### src/rtl/sha256_pkg.sv
// sha256_pkg: shared SHA-256 widths, schedule FSM states and small-sigma functions.
package sha256_pkg;
  localparam int WORD_W  = 32;
  localparam int BLOCK_W = 512;
  localparam int WINDOW  = 16;
  typedef enum logic {IDLE, RUN} sched_state_t;
  function automatic logic [WORD_W-1:0] rotr(input logic [WORD_W-1:0] x, input int n);
    return (x >> n) | (x << (WORD_W - n));
  endfunction
  function automatic logic [WORD_W-1:0] sigma0(input logic [WORD_W-1:0] x);
    return rotr(x, 7) ^ rotr(x, 18) ^ (x >> 3);
  endfunction
  function automatic logic [WORD_W-1:0] sigma1(input logic [WORD_W-1:0] x);
    return rotr(x, 17) ^ rotr(x, 19) ^ (x >> 10);
  endfunction
endpackage

### src/rtl/sched_sigma.sv
// sched_sigma: combinational W[t+16] adder tree, kept separate so it can be pipelined later.
module sched_sigma
  import sha256_pkg::*;
(
  input  logic [WORD_W-1:0] w0,
  input  logic [WORD_W-1:0] w1,
  input  logic [WORD_W-1:0] w9,
  input  logic [WORD_W-1:0] w14,
  output logic [WORD_W-1:0] w_new
);
  assign w_new = sigma1(w14) + w9 + sigma0(w1) + w0;
endmodule

### src/rtl/msg_schedule.sv
// msg_schedule: streams SHA-256 message-schedule words from a 512-bit block through a 16-word window.
module msg_schedule
  import sha256_pkg::*;
#(
  parameter int ROUNDS = 64,
  parameter int EXPAND = 1,
  parameter int IDX_W  = 6
) (
  input  logic               clk,
  input  logic               rst,
  input  logic [BLOCK_W-1:0] block_in,
  input  logic               block_valid,
  output logic               block_ready,
  output logic [WORD_W-1:0]  word_out,
  output logic [IDX_W-1:0]   word_idx,
  output logic               word_last,
  output logic               word_valid,
  input  logic               word_ready
);
  localparam int N = (EXPAND != 0) ? ROUNDS : WINDOW;
  localparam logic [IDX_W-1:0] LAST_IDX = IDX_W'(N - 1);
  sched_state_t state, state_n;
  logic [WORD_W-1:0] w [WINDOW];
  logic [WORD_W-1:0] w_new;
  logic fire, load;
  assign word_valid  = state == RUN;
  assign word_out    = w[0];
  assign word_last   = word_valid && word_idx == LAST_IDX;
  assign fire        = word_valid && word_ready;
  assign block_ready = state == IDLE || (fire && word_last);
  assign load        = block_valid && block_ready;
  sched_sigma u_sigma (
    .w0   (w[0]),
    .w1   (w[1]),
    .w9   (w[9]),
    .w14  (w[14]),
    .w_new(w_new)
  );
  always_comb state_n = load ? RUN : (fire && word_last) ? IDLE : state;
  always_ff @(posedge clk or posedge rst)
    if (rst) state <= IDLE;
    else state <= state_n;
  // a last-word handshake with a pending block reloads here, giving back-to-back streaming
  always_ff @(posedge clk or posedge rst)
    if (rst) begin
      for (int i = 0; i < WINDOW; i++) w[i] <= '0;
      word_idx <= '0;
    end else if (load) begin
      for (int i = 0; i < WINDOW; i++) w[i] <= block_in[BLOCK_W-1-WORD_W*i -: WORD_W];
      word_idx <= '0;
    end else if (fire && !word_last) begin
      for (int i = 0; i < WINDOW - 1; i++) w[i] <= w[i+1];
      w[WINDOW-1] <= (EXPAND != 0) ? w_new : '0;
      word_idx <= word_idx + 1'b1;
    end
endmodule

### config.mk
export PLATFORM = sky130hd
export DESIGN_NAME = msg_schedule
export DESIGN_NICKNAME = d
export VERILOG_FILES = /design/src/rtl/sha256_pkg.sv /design/src/rtl/sched_sigma.sv /design/src/rtl/msg_schedule.sv
export SDC_FILE = /design/constraint.sdc
export NUM_CORES = 2
export LEC_CHECK = 0
export ABC_CLOCK_PERIOD_IN_PS = 20700
export CORE_MARGIN = 5
export CORE_UTILIZATION = 60
export CTS_BUF_LIST = sky130_fd_sc_hd__clkbuf_16
export DETAILED_ROUTE_END_ITERATION = 10
export DONT_BUFFER_PORTS = 1
export PLACE_DENSITY = 0.78
export SLEW_MARGIN = 10
export SYNTH_ARGS = -nofsm -noshare
export SYNTH_HDL_FRONTEND = slang
export SYNTH_SLANG_ARGS = --single-unit
### constraint.sdc
create_clock -name clk -period 20.7 [get_ports clk]
set_clock_uncertainty 0.2 [all_clocks]
set_input_delay 3.105 -clock clk [delete_from_list [all_inputs] [get_ports clk]]
set_output_delay 3.105 -clock clk [all_outputs]
set_load 0.02 [all_outputs]
==> flow_metrics.py <==
metrics = {
    "status": {
        "outcome": "complete, no violations",
    },
    "yosys": {
        "ys_ff_latch": 519,
        "synth_warnings": 0,
        "muxShareOfSynthArea_pct": 0.231,
        "yosys.cell_types.count": 60,
        "yosysSeqAreaShare_pct": 46.1,
        "netlist_area_um2": 28200,
        "postSynthCellCount": 3428,
        "synth_edf_count": 0,
        "synth_compound_area_share_pct": 14.4,
        "avgSynthCellArea_um2": 8.22,
        "async_reset_ff_share_pct": 100,
        "synth_top_family_by_area": "simple AND/OR/NAND/NOR gates",
        "synthFlopType": "dfrtp_1",
        "synthAdderAreaFrac_pct": 5.83,
        "synth-xor-area-share_pct": 4.35,
        "synth_nets": 4038,
        "synthSimpleGateAreaFrac_pct": 21.7,
    },
    "place": {
        "dp.cells": 3744,
        "gp_congestion": 0.976,
        "place_hpwl_mm": 71.8,
        "io_buffer_count": 0,
    },
    "finish": {
        "area_growth_pct": 3.59,
        "finalNonFillerCells": 3850,
        "fill_cells": 4053,
        "drive_gt1_share_pct": 3.56,
        "layout.nets": 3801,
        "final_core_util_pct": 62.8,
    },
    "power_and_ir_drop": {
        "finalPower_uw": 5580,
        "max-vdd-ir-drop_uv": 134,
        "power_frac_seq_pct": 29.6,
        "p_per_area_nw_per_um2": 191,
        "p_comb_share_pct": 54.1,
        "total_leakage_power_uw": 0.0133,
        "swShare_pct": 46.9,
        "p_clk_share_pct": 16.2,
        "internal_power_uw": 2970,
        "power_switching_uw": 2620,
    },
    "clocking": {
        "postCtsResizedCells": 0,
        "root_buffer": "clkbuf_16",
        "cts_buffers": 52,
        "clock_tree.buffer_depth": 3,
        "cts_tree": "yes",
        "htree_levels": 2,
        "clkSlewWorstSetupHoldPaths_ns": 0.06,
        "clkSinkCount": 519,
        "hold_buffers": 0,
        "cts_setup_buffers": 0,
        "insertion_delay_ns": 0.64,
    },
    "job": {
        "maxCapViolations": 0,
    },
    "critical_path": {
        "worst_ep_required_time_ns": 20.94,
        "critical_path_class": "input pin to flop",
        "cp-end-kind": "flop",
        "rr_startpoint": "word_idx[0]$_DFFE_PP0P_",
        "ff2ff_setup_slack_ns": 14.59,
        "worstReg2RegEnd": "w[289]$_DFFE_PP0P_",
        "cp_max_fo": 116,
        "worstSetupStartpointType": "input pin",
        "reg2reg_depth": 9,
        "worstPathArrival_ns": 7.83,
    },
    "timing": {
        "slew_violations": 0,
        "worstMarginPinSlew_ns": 1.07,
        "setup_violations": 0,
        "fmax_mhz": 132,
        "rsz0062_at_grt": "no",
        "setup_tns_ns": 0,
        "finalHoldViolations": 0,
        "max_slew_margin_pct": 28.6,
        "finalCritPeriodShare_pct": 36.7,
        "finalCriticalPeriod_ns": 7.60,
        "hold_ws_ns": 0.290,
    },
    "worst_hold_path": {
        "hold_start": "w[6]$_DFFE_PP0P_",
        "hp-class": "flop to flop",
        "min_path_cells": 2,
        "whs_endpoint": "w[6]$_DFFE_PP0P_",
    },
    "die": {
        "start_util_pct": 60.6,
        "io_pins": 557,
        "die_area_um2": 51400,
        "rows": 79,
        "fp.dieH_um": 227,
        "coreArea_um2": 46500,
        "die_w_um": 227,
    },
    "route": {
        "dr.pass1.iters": 6,
        "routed_wl_mm": 97.1,
        "vias": 24100,
        "detail_route.iter0.violations": 3305,
        "drc_errors": 0,
        "antenna_left": 0,
        "via_per_inst": 6.26,
        "wl_per_cell_um": 25.2,
    },
    "global_route": {
        "grt_antenna_before_repair": 11,
        "grt-ovfl-total": 0,
        "first_global_vias": 23100,
        "grt_usage_pct": 36.5,
        "grt_pass1_wl_mm": 142,
        "grt_max_degree": 209,
    },
}
-- worst max-delay path by stage --
stage	depth (start not counted)	slack [ns]	from	end
final	7	13.10	word_ready	w[289]$_DFFE_PP0P_
after floorplan	1	2.90	rst	w[0]$_DFFE_PP0P_
after detailed placement	7	12.64	word_ready	w[221]$_DFFE_PP0P_
after CTS	7	13.29	word_ready	w[289]$_DFFE_PP0P_
after global placement	7	12.81	word_ready	w[294]$_DFFE_PP0P_
after global routing	8	12.72	word_ready	w[289]$_DFFE_PP0P_
-- through the flow --
stage	cell area [um2]	worst slack, ns
2_1_floorplan	28200	2.90
3_3_place_gp	27600	12.81
3_5_place_dp	27600	12.64
4_1_cts	29200	13.29
5_1_grt	29200	12.72
6_report	29200	13.10
-- synthesized netlist by cell type, drive strengths merged (4+ instances only) --
cell    number  area (um2)
ha          32         400
dfrtp      519       13000
buf         97         774
or2          4        25.0
o21ai       25         125
nand2     1014        3810
or3          5        31.3
mux2         4        45.0
a21o        17         128
nor2       507        1910
inv        132         495
a31oi      489        3060
o21a         6        45.0
o21bai       5        37.5
nand3        8        40.0
clkbuf     218         818
o22ai        4        25.0
xnor2      116        1020
a22oi        7        52.6
and3        11        73.8
fa          62        1240
a21oi       52         275
xor2        24         210
a211oi       6        55.1
nand4       11        68.8
nor3         9        45.0
o211ai       5        37.5
nand2b       6        37.5
-- cells by family (layout without fill, tap and decap cells) --
| logic type | Yosys count | in the layout |
|---|---|---|
| compound gates | 638 | 638 |
| xor+xnor | 140 | 140 |
| fa+ha+maj | 94 | 94 |
| buf+inv | 447 | 252 |
| flops | 519 | 519 |
| mux | 6 | 6 |
| other cells | 0 | 10 |
| simple gates | 1584 | 1584 |
-- sequential cells by signal, indices dropped and copies added, names as in the netlist --
register and cells:
word_idx 6, word_out 32, word_valid 1, w 480
-- routing by layer --
layer  GRT usage (%)  vias to the layer above  part of all wire (%)
met5               0                        -                 0.035
met1            49.6                    11700                    39
met2            54.2                     1302                    45
met3            9.70                      262                    10
met4            18.8                        4                   6.2
li1                -                    10800                     -
-- critical path: stages --
cell	delay (ns)
a41o_1	0.29
nand2_4	0.52
buf_4	0.82
buf_4	0.95
buf_4	0.81
buf_4	0.93
a31oi_1	0.20
-- layout make-up --
class	instances	area [um2]	share of cell area, %
tap	607	759	2.60
antenna	10	25.0	0.0857
sequential	519	13000	44.5
timing repair buffer	24	205	0.703
multi-input combinational	2462	13100	44.9
inverter	132	503	1.72
clock buffer	52	1300	4.46
clock inverter	44	292	0.999
-- power by group through the flow --
stage	registers, uW	logic, uW	clock network, uW
2_1_floorplan	1440	2260	0
3_3_place_gp	1650	2910	0
3_5_place_dp	1660	2950	0
4_1_cts	1640	3000	910
5_1_grt	1670	3330	952
6_report	1650	3020	906
-- cell usage in the layout (no fill, tap or decap), drive strengths merged, types with 7 or more instances in the layout --
cell / n
nand2: 1014
dfrtp: 519
nor2: 507
a31oi: 489
inv: 141
xnor2: 116
fa: 62
clkbuf: 52
a21oi: 52
ha: 32
clkinv: 30
o21ai: 25
xor2: 24
buf: 24
a21o: 17
nand4: 11
and3: 11
diode: 10
nor3: 9
nand3: 8
a22oi: 7
Note: power is estimated with default switching activity, not from simulation.
